$ cat src/rtl/display_scan_controller_pkg.sv
`default_nettype none
// ============================================================================
// Module      : display_scan_controller_pkg
// Description : Shared constants, state type and helpers for the multiplexed
//               four-digit display scan controller.
// Revision    : 1.0 - initial release
// ============================================================================
package display_scan_controller_pkg;

  localparam int         NUM_DIGITS = 4;
  localparam int         IDX_W      = $clog2(NUM_DIGITS);
  localparam logic [3:0] ANODE_OFF  = 4'b1111;

  typedef enum logic [0:0] {
    IDLE = 1'b0,
    SCAN = 1'b1
  } scan_state_t;

  // Active-low one-cold anode pattern selecting a single digit slot
  function automatic logic [NUM_DIGITS-1:0] anode_for(input logic [IDX_W-1:0] idx);
    return ~(NUM_DIGITS'(1) << idx);
  endfunction

endpackage
`default_nettype wire

$ cat src/rtl/display_scan_controller_refresh_prescaler.sv
`default_nettype none
// ============================================================================
// Module      : refresh_prescaler
// Description : Free-running 0..REFRESH_DIV-1 counter with synchronous clear;
//               tick marks the last cycle of each digit slot.
// Revision    : 1.0 - initial release
// ============================================================================
module refresh_prescaler #(
  parameter int REFRESH_DIV = 100000
) (
  input  logic clk,
  input  logic reset,
  input  logic clear,
  output logic tick
);

  localparam int                CNT_W   = (REFRESH_DIV > 1) ? $clog2(REFRESH_DIV) : 1;
  localparam logic [CNT_W-1:0]  CNT_MAX = CNT_W'(REFRESH_DIV - 1);

  logic [CNT_W-1:0] cnt_q;
  logic [CNT_W-1:0] cnt_d;

  // Next count: held at zero while cleared, wraps after the terminal count
  always_comb begin
    cnt_d = cnt_q;
    tick  = 1'b0;
    if (clear) begin
      cnt_d = '0;
    end else if (cnt_q == CNT_MAX) begin
      cnt_d = '0;
      tick  = 1'b1;
    end else begin
      cnt_d = cnt_q + CNT_W'(1);
    end
  end

  // Count register
  always_ff @(posedge clk) begin
    if (reset) begin
      cnt_q <= '0;
    end else begin
      cnt_q <= cnt_d;
    end
  end

endmodule
`default_nettype wire

$ cat src/rtl/display_scan_controller.sv
`default_nettype none
// ============================================================================
// Module      : display_scan_controller
// Description : Time-multiplexed scan of four display digits with a
//               double-buffered value set committed only at frame boundaries.
//               All outputs are registered and computed from next-cycle state
//               so the first SCAN cycle already presents slot 0.
// Revision    : 1.0 - initial release
// ============================================================================
module display_scan_controller
  import display_scan_controller_pkg::*;
#(
  parameter int REFRESH_DIV = 100000
) (
  input  logic       clk,
  input  logic       reset,
  input  logic       enable,
  input  logic [3:0] digit_en,
  input  logic       load_valid,
  output logic       load_ready,
  input  logic [3:0] val0,
  input  logic [3:0] val1,
  input  logic [3:0] val2,
  input  logic [3:0] val3,
  output logic [3:0] anode,
  output logic [1:0] digit_sel,
  output logic [3:0] digit_value,
  output logic       frame_done
);

  scan_state_t state_q;
  scan_state_t state_d;

  logic [IDX_W-1:0]                idx_q;
  logic [IDX_W-1:0]                idx_d;
  logic [NUM_DIGITS-1:0][3:0]      disp_q;
  logic [NUM_DIGITS-1:0][3:0]      disp_d;
  logic [NUM_DIGITS-1:0][3:0]      pend_vals_q;
  logic [NUM_DIGITS-1:0][3:0]      pend_vals_d;
  logic                            pending_q;
  logic                            pending_d;

  logic [3:0]       anode_q;
  logic [3:0]       anode_d;
  logic [IDX_W-1:0] digit_sel_q;
  logic [IDX_W-1:0] digit_sel_d;
  logic [3:0]       digit_value_q;
  logic [3:0]       digit_value_d;
  logic             frame_done_q;
  logic             frame_done_d;
  logic             load_ready_q;
  logic             load_ready_d;

  logic clear;
  logic tick;
  logic wrap;
  logic commit;
  logic handshake;

  // The counter is held while idle and also on the cycle scanning stops, so
  // a restart always begins with a full-length slot 0.
  assign clear = (state_q == IDLE) || (state_d == IDLE);

  refresh_prescaler #(
    .REFRESH_DIV (REFRESH_DIV)
  ) u_prescaler (
    .clk   (clk),
    .reset (reset),
    .clear (clear),
    .tick  (tick)
  );

  // State register
  always_ff @(posedge clk) begin
    if (reset) begin
      state_q <= IDLE;
    end else begin
      state_q <= state_d;
    end
  end

  // Next-state logic: enable alone decides scanning vs. blanked
  always_comb begin
    state_d = state_q;
    case (state_q)
      IDLE:    if (enable)  state_d = SCAN;
      SCAN:    if (!enable) state_d = IDLE;
      default: state_d = IDLE;
    endcase
  end

  // Slot index, load buffer and frame-boundary commit
  always_comb begin
    wrap      = tick && (idx_q == IDX_W'(NUM_DIGITS - 1));
    handshake = load_valid && load_ready_q;
    // Pending sets reach the display only between frames, or at once when idle
    commit    = pending_q && ((state_q == IDLE) || ((state_q == SCAN) && wrap));

    idx_d = idx_q;
    if (clear) begin
      idx_d = '0;
    end else if (tick) begin
      idx_d = idx_q + IDX_W'(1);
    end

    pend_vals_d = pend_vals_q;
    pending_d   = pending_q;
    disp_d      = disp_q;
    if (handshake) begin
      pend_vals_d = {val3, val2, val1, val0};
      pending_d   = 1'b1;
    end else if (commit) begin
      disp_d    = pend_vals_q;
      pending_d = 1'b0;
    end
  end

  // Output decode from next-cycle state so outputs line up with the new slot
  always_comb begin
    anode_d = ANODE_OFF;
    if ((state_d == SCAN) && digit_en[idx_d]) begin
      anode_d = anode_for(idx_d);
    end
    digit_sel_d   = idx_d;
    digit_value_d = disp_d[idx_d];
    frame_done_d  = wrap;
    load_ready_d  = ~pending_d;
  end

  // Datapath and output registers
  always_ff @(posedge clk) begin
    if (reset) begin
      idx_q         <= '0;
      disp_q        <= '0;
      pend_vals_q   <= '0;
      pending_q     <= 1'b0;
      anode_q       <= ANODE_OFF;
      digit_sel_q   <= '0;
      digit_value_q <= '0;
      frame_done_q  <= 1'b0;
      load_ready_q  <= 1'b1;
    end else begin
      idx_q         <= idx_d;
      disp_q        <= disp_d;
      pend_vals_q   <= pend_vals_d;
      pending_q     <= pending_d;
      anode_q       <= anode_d;
      digit_sel_q   <= digit_sel_d;
      digit_value_q <= digit_value_d;
      frame_done_q  <= frame_done_d;
      load_ready_q  <= load_ready_d;
    end
  end

  assign anode       = anode_q;
  assign digit_sel   = digit_sel_q;
  assign digit_value = digit_value_q;
  assign frame_done  = frame_done_q;
  assign load_ready  = load_ready_q;

endmodule
`default_nettype wire

$ cat config.mk
export PLATFORM = sky130hd
export DESIGN_NAME = display_scan_controller
export DESIGN_NICKNAME = d
export VERILOG_FILES = /design/src/rtl/display_scan_controller_pkg.sv /design/src/rtl/display_scan_controller_refresh_prescaler.sv /design/src/rtl/display_scan_controller.sv
export SDC_FILE = /design/constraint.sdc
export NUM_CORES = 1
export LEC_CHECK = 0
export CORE_MARGIN = 1.5
export CORE_UTILIZATION = 40
export CTS_BUF_LIST = sky130_fd_sc_hd__clkbuf_4 sky130_fd_sc_hd__clkbuf_8
export CTS_CLUSTER_DIAMETER = 200
export CTS_CLUSTER_SIZE = 25
export DETAILED_ROUTE_END_ITERATION = 12
export HOLD_SLACK_MARGIN = 0.1
export PLACE_DENSITY_LB_ADDON = 0.08
export SLEW_MARGIN = 10
export SYNTH_ARGS = -nofsm -noshare
export SYNTH_HDL_FRONTEND = slang
export SYNTH_SLANG_ARGS = --single-unit
$ cat constraint.sdc
create_clock -name clk -period 4.09 [get_ports clk]
set_clock_uncertainty 0.15 [all_clocks]
set_input_delay 0.6135 -clock clk [delete_from_list [all_inputs] [get_ports clk]]
set_output_delay 0.6135 -clock clk [all_outputs]
set_load 0.05 [all_outputs]
Word level (Yosys, flattened, before mapping)
Index checks and enable logic that the tools add are counted.
{ "totals": {"in_bits": 24, "regBits": 63} }
{ "classes": {"eq_ne": 2, "add_sub_neg": 2, "shift": 1, "n_mux": 13, "order_cmp": 1, "reduce_logical": 9, "n_bitwise": 5} }
{ "op_table": {"columns": ["cell", "count"], "rows": [
  ["$mux W16", 2],
  ["$add A17 B1 Y17 const B", 1],
  ["$eq A17 B17 Y1 const B", 1],
  ["$bmux W4 S2", 1],
  ["$mux W1", 6],
  ["$logic_and A1 B1 Y1", 5],
  ["$mux W2", 2],
  ["$mux W4", 1],
  ["$not A1 Y1", 4],
  ["$not A4 Y4", 1],
  ["$shl A1 B2 Y4 const A", 1],
  ["$lt A2 B3 Y1 const B", 1],
  ["$reduce_or A3 Y1", 1],
  ["$add A2 B1 Y2 const B", 1],
  ["$bmux W1 S2", 1],
  ["$eq A2 B2 Y1 const B", 1],
  ["$logic_or A1 B1 Y1", 2],
  ["$reduce_or A2 Y1", 1]
]} }

Longest topological paths before layout
{ "logic_depth": {"depth_word": 12, "ltp_mapped": 9, "mapped_depth_nobuf": 7} }

By module
A second synthesis with hierarchy kept.
{ "hier_totals": {"hier_cells": 300, "area_unflattened_um2": 2788.9} }
{ "by_module_without_submodules": {"columns": ["mod", "instances", "cells_per_inst", "seq_area_each_um2", "area_each_um2"], "rows": [
  ["display_scan_controller", 1, 212, 920.9, 1934.4],
  ["refresh_prescaler", 1, 88, 340.3, 854.6]
]} }

Worst setup path after synthesis
No wires, ideal clock.
{ "synth_path": {"kind": "flip-flop to flip-flop", "from": "register digit_sel[1] (netlist name)", "to": "register digit_value_q[3], in the netlist digit_value[3]", "path_stages_with_launch": 9, "path_buffers": 2, "period_less_slack_ns": 2.325, "required_ns": 3.820, "arrival_time_ns": 2.056, "setup_slack_ns": 1.765, "path_cell_list": "dfxtp_1 ha_1 nand4_1 o31a_1 buf_6 buf_12 mux2i_4 o32ai_1 a211o_1"} }
{ "synth_rtl": {"columns": ["item", "line", "rtl"], "rows": [
  ["end signal: assignment", "display_scan_controller.sv:149", "digit_value_q <= digit_value_d;"],
  ["end: declaration", "display_scan_controller.sv:47", "logic [3:0] digit_value_q;"]
]} }

Worst setup path after layout
{ "layout_path": {"from": "register u_prescaler.cnt_q[0]", "to": "register digit_value_q[2], in the netlist digit_value[2]"} }
{ "layout_between": {"elab_chain_cells": 11} }
{ "layout_rtl": {"columns": ["item", "line", "rtl"], "rows": [
  ["start: declaration", "display_scan_controller_refresh_prescaler.sv:20", "logic [CNT_W-1:0] cnt_q;"],
  ["start signal: assignment", "display_scan_controller_refresh_prescaler.sv:42", "cnt_q <= cnt_d;"],
  ["$eq A17 B17 Y1 *", "display_scan_controller_refresh_prescaler.sv:29", "end else if (cnt_q == CNT_MAX) begin"],
  ["$mux W1 *", "display_scan_controller_refresh_prescaler.sv:29", null],
  ["$mux W1 *", "display_scan_controller_refresh_prescaler.sv:27", "if (clear) begin"],
  ["$logic_and A1 B1 Y1", "display_scan_controller.sv:94", "wrap = tick && (idx_q == IDX_W'(NUM_DIGITS - 1));"],
  ["$logic_and A1 B1 Y1", "display_scan_controller.sv:97", "commit = pending_q && ((state_q == IDLE) || ((state_q == SCAN) && wrap));"],
  ["$logic_or A1 B1 Y1", "display_scan_controller.sv:97", null],
  ["$logic_and A1 B1 Y1", "display_scan_controller.sv:97", null],
  ["$mux W16", "display_scan_controller.sv:112", "end else if (commit) begin"],
  ["$mux W16", "display_scan_controller.sv:109", "if (handshake) begin"],
  ["$bmux W4 S2 *", "display_scan_controller.sv:125", "digit_value_d = disp_d[idx_d];"],
  ["$mux W4 (not written as such) *", "display_scan_controller.sv:125", null]
]} }
Every way passes the cells marked *; elsewhere a longest branch is shown, timed or not. The select of a mux whose other input is x is not followed.
A chain may end at the register's enable or synchronous reset.

==> flow_summary.ini <==
[run_status]
status = finished clean

[setup_path]
r2r_cells = 7
reg2reg_to = digit_value[2]
path_class = register to register
critPathCaptureType = register
worstPathRequired_ps = 4180
critPathArrivalTime_ps = 2760
r2r-start = u_prescaler.cnt_q[0]
worstSetupStartpointType = register
rrSetupSlack_ps = 1420
cp_max_fo = 7

[drt]
wl_per_cell_um = 13.6
drc_errors = 0
dr.pass1.iters = 4
viasPerCell = 5.02
drt_wl_total_um = 5360
drtIter0Drc = 112
vias = 1976
ant_nets = 0

[cts]
post-cts-setup-buffers = 0
cts_hold_buffers = 0
cts_max_level = 3
clkTransAtPathRegs_ps = 70
cts_root_buf = clkbuf_8
clkSinkCount = 63
cts_buffer_depth = 2
tritoncts = yes
ctsResizeCount = 0
cts-buffers-inserted = 9
clkLatencyLatePin_ps = 340

[yosys]
synthTopCellsByCount = dfxtp_1 (63), nand2_1 (40), nor2_1 (36)
synth_top_flop_cell = dfxtp_1
synthesis.area_um2 = 2550
synth.area.top_cells = dfxtp_1 (49%), mux2i_1 (5.9%), nand2_1 (5.9%), nor2_1 (5.3%), a21oi_1 (4.5%)
yosysMostFrequentCell = dfxtp_1
synth_edf_count = 0
yosysWarnings = 0
synth_largest_area_cell = dfxtp_1
synth_cell_types = 44
synthesis.nets = 305
yosysSeqAreaShare = 0.494
post-synth-top-area-fraction = 0.494
ys_ff_latch = 63
syn-mean-instance-area_um2 = 9.15
synthArstFlopShare = 0
synthCells = 279

[timing]
slew_violations = 0
hold_viol_final = 0
tns_ps = 0
rsz0062_at_grt = no
fmax_mhz = 374
setup_viol = 0
fin_crit_ps = 2670
period_share = 0.653
worst_slew_pin_slew_ps = 586
slew_headroom = 0.609

[floorplan]
ioPinCount = 36
die_y_um = 82.9
row_count = 28
die_area_um2 = 6870
die_x_um = 82.9
initial_core_util = 0.424
core_area_um2 = 6030

[power]
p_sw_frac = 0.231
power_density_nw_per_um2 = 388
total_power_uw = 1210
clkPwrFrac = 0.410
p_int_uw = 931
power_leakage_uw = 0.00119
p_sw_uw = 280
ir_drop_uv = 226
combPwrFrac = 0.065
p_seq_frac = 0.526

[final_layout]
area_growth_pct = 22.2
drive_gt1_frac = 0.0972
final_nets = 341
post-route-util = 0.517
num_antenna_cells = 0
finalNonFillerCells = 394

[placement]
dp_hpwl_um = 3750
gp_congestion = 0.793
placed_cells = 379
portBuffers = 35

[global_routing]
grt_overflow_total = 0
grt_first_pass_wirelength_um = 9360
grt_antenna_before_repair = 0
grt_pass1_vias = 1933
grt_usage = 0.170
grt_max_degree = 41

[min_path]
hold_end = pend_vals_q[0]
min_path_type = register to register
min_path_cells = 2
hp-start = pend_vals_q[0]

[job]
maxCapViolations = 0
[flip-flops by register name, summed over array words and instances (netlist names)]
name,cells
anode,4
digit_sel,2
digit_value,4
disp_q,16
frame_done,1
load_ready,1
pend_vals_q,16
pending_q,1
state_q,1
u_prescaler.cnt_q,17
[power groups by stage]
stage / registers [uW] / clock network, uW / logic, uW
after floorplan: 653 / 0 / 42.3
after global placement: 651 / 0 / 78.2
after detailed placement: 651 / 0 / 79.1
after CTS: 637 / 512 / 79.4
after global routing: 638 / 539 / 87.0
final: 637 / 496 / 78.2
[metrics by stage]
| step | worst slack [ps] | cell area [um2] | hold WS (ps) |
|---|---|---|---|
| 3_3_place_gp | 1340 | 2940 | 297 |
| 3_5_place_dp | 1270 | 2940 | 304 |
| 6_report | 1420 | 3120 | 313 |
| 2_1_floorplan | 1760 | 2550 | 276 |
| 4_1_cts | 1430 | 3120 | 314 |
| 5_1_grt | 1150 | 3120 | 333 |
[critical path: stages (launching register included)]
cell and delay, ps:
dfxtp_1 390, ha_1 240, nor4bb_1 300, nand4b_1 320, or3_2 500, a21oi_1 390, a21oi_1 110, and2_1 170
[kinds of logic after synthesis]
group | count (synthesis) | share of synthesized area
multiplexers | 17 | 0.0721
AO/OA/AOI/OAI | 36 | 0.0848
AND/OR/NAND/NOR | 129 | 0.251
flip-flops | 63 | 0.494
buffers and inverters | 18 | 0.0402
adder cells (fa/ha/maj) | 2 | 0.00980
XOR/XNOR | 14 | 0.0480
[placed cells by master (no fill, tap or decap), types with 6 or more instances in the layout]
cell type,instances
nand3_1,9
xor2_1,6
clkdlybuf4s50_1,35
a21oi_1,23
clkbuf_8,12
nand2_1,40
dfxtp_1,63
mux2i_1,15
xnor2_1,8
nor2_1,36
[routing by layer]
layer  vias to the layer above  track usage  part of all wire
li1                       1029            -                 -
met1                       908        0.217              0.49
met2                        31        0.268              0.46
met3                         8       0.0408             0.034
met4                         0       0.0864             0.020
met5                         -            0                 0
[how the worst max path moves through the flow]
stage	startpoint	end	slack, ps
after CTS	u_prescaler.cnt_q[0]	digit_value[2]	1430
final	u_prescaler.cnt_q[0]	digit_value[2]	1420
after floorplan	digit_sel[1]	digit_value[3]	1760
after global placement	load_valid	digit_value[3]	1340
after global routing	u_prescaler.cnt_q[0]	digit_value[2]	1150
after detailed placement	load_valid	digit_value[0]	1270
[layout make-up]
cell class / instances / area, um2
clock buffers: 12 / 165
repair buffers: 38 / 373
multi-input cells: 198 / 1190
well taps: 75 / 93.8
inverters: 5 / 18.8
flip-flops and latches: 63 / 1260
fillers: 601 / 2910
clock inverters: 3 / 17.5
Note: power is estimated with default switching activity, not from simulation.
==> RTL change (config.mk and constraints unchanged) <==
Take the reset off `digit_value_q` and load it in a clocked block of its own.
--- a/src/rtl/display_scan_controller.sv
+++ b/src/rtl/display_scan_controller.sv
@@ -138,3 +138,2 @@
       digit_sel_q   <= '0;
-      digit_value_q <= '0;
       frame_done_q  <= 1'b0;
@@ -148,3 +147,2 @@
       digit_sel_q   <= digit_sel_d;
-      digit_value_q <= digit_value_d;
       frame_done_q  <= frame_done_d;
@@ -152,2 +150,6 @@
     end
+  end
+
+  always_ff @(posedge clk) begin
+    digit_value_q <= digit_value_d;
   end
Check against the original RTL: differs if reset is asserted again (counterexample within 4 cycles, from zero or initial values and one cycle with reset high); with reset held inactive, the same outputs for 10 cycles.
==> RTL change against the original RTL <==
- clock power increased by 8.7%
- die area up 16%
- synthesized cell count is 35% higher
- sequential cell count did not move
- worst setup slack got worse by 270 ps
- cell count up 28%
- first-iteration DRC count is 3.6% higher
- critical path depth did not move
- power increased by 5.1%
- synthesized area increased by 16%
- hold slack gained 6.3 ps
- routed wire length increased by 28%
- design area grew 14%
- critical endpoint is now anode[1]
==> RTL change: results (changes against the original RTL) <==
| Metric | Value |
|---|---|
| Adder-Cell Fraction of Synth Area | 0.844% (-0.14 points) |
| Cell count after synthesis | 377 (+35%) |
| CP max-delay cell | mux2i_1 |
| HP Start | u_prescaler.cnt_q[0] |
| Leakage dissipation | 0.00118 uW (-0.59%) |
| Post-Synth XOR/XNOR Area | 4.43% (-0.38 points) |
| Initial DRC Count | 116 (+3.6%) |
| GR Util met2 | 24.5% (-2.3 points) |
| Number of multi-input logic gates | 283 (+43%) |
| Synth top area cells | dfxtp_1 (43%), o21ai_0 (7.8%), nor2_1 (7.0%) |
| Met3 routed WL | 300 um (+66%) |
| Worst Tran Pin Value | 671 ps (+84.2 ps) |
| Fillcell total | 735 (+22%) |
| DP Area | 3370 sq um (+15%) |
| Largest net degree at the start of global routing | 37 (-9.8%) |
| Compound-Gate Fraction of Synth Area | 18.0% (+9.5 points) |
| Met1 Usage GRT | 27.7% (+6.1 points) |
| Postcts setup bufs | 0 (unchanged) |
| H-tree depth | 3 (unchanged) |
| Seq/Total Area, Yosys | 42.5% (-6.9 points) |
| GRT Overall Usage | 18.3% (+1.3 points) |
| Layout cell share with drive strength beyond 1 | 7.16% (-2.6 points) |
| Total Wirelength | 6840 um (+28%) |
| Largest regs | u_prescaler.cnt_q: 17 flops, disp_q: 16 flops, pend_vals_q: 16 flops |
| Seq pwr share | 50.2% (-2.4 points) |
| Post-Syn Nets | 403 (+32%) |
| Nets | 427 (+25%) |
| Psw | 295 uW (+5.2%) |
| Status | completed |
| Netlist cell types | 36 (-18%) |
| Met3 GRT Util | 4.80% (+0.73 points) |
| RD Place Congestion | 0.795 (+0.19%) |
| CP Max Fanout | 20 (+13) |
| Logic power comb | 93.4 uW (+19%) |
| Design area | 3560 sq um (+14%) |
| Placed Cells | 489 (+29%) |
| I/O Buffers | 35 (unchanged) |
| Clock buf count | 11 (-1) |
| DPL Wire Length | 4570 um (+22%) |
| Seq pwr | 639 uW (about the same) |
| Mux cell area share after synthesis | 1.01% (-6.2 points) |
| Commonest cells post-synth | dfxtp_1 (63), nor2_1 (55), o21ai_0 (46) |
| Clock-cell share | 5.51% (-0.35 points) |
| Total vias in the final route | 2643 (+34%) |
| Die width | 89.1 um (+7.5%) |
| CP max stage delay | 550 ps (+50 ps) |
| Routed wl met2 | 2780 um (+13%) |
| First-pass GRT wire length | 11100 um (+19%) |
| Vias in the first global route | 2267 (+17%) |
| Post-route met1 wirelength | 3690 um (+41%) |
| Avg WL per Cell | 13.6 um (-0.28%) |
| Worst VDD drop | 0.144 mV (-36%) |
| Initial DRT Pass Iterations | 4 (unchanged) |
| Bufs w/o clock | 41 (+7.9%) |
| Register area | 1260 sq um (unchanged) |
| Signal inverters | 3 (-2) |
| Worst path arrival time | 2970 ps (+210 ps) |
| NonClk Buf Share | 11.1% (-0.87 points) |
| Area of the multi-input gates | 1580 sq um (+33%) |
[RTL change: changes by cell type after synthesis, moves of 5 or more]
cell | unedited run | this run
nor2_1 | 36 | 55
clkbuf_1 | 9 | 25
nand3b_1 | 5 | 17
mux2i_1 | 15 | 3
o21ai_0 | 2 | 46
a21oi_1 | 23 | 35
nor3_1 | 5 | 0
nand4_1 | 5 | 24
[RTL change: worst register-to-register path, delay by kind of cell (launching register included)]
kind                       cells  cell delay, ps
adders and majority gates      1             240
buffers and inverters          1             330
AOI/OAI and AO/OA              2             410
DFF                            1             380
muxes                          1             550
and+or+nand+nor                2             720
[RTL change: final timing paths]
path	end	cells after the start	slack, ps
worst min-delay path	u_prescaler.cnt_q[0]	1	320
worst max register to register	anode[1]	7	1150
worst max-delay path	anode[1]	7	1150
worst min register to register	u_prescaler.cnt_q[0]	1	320
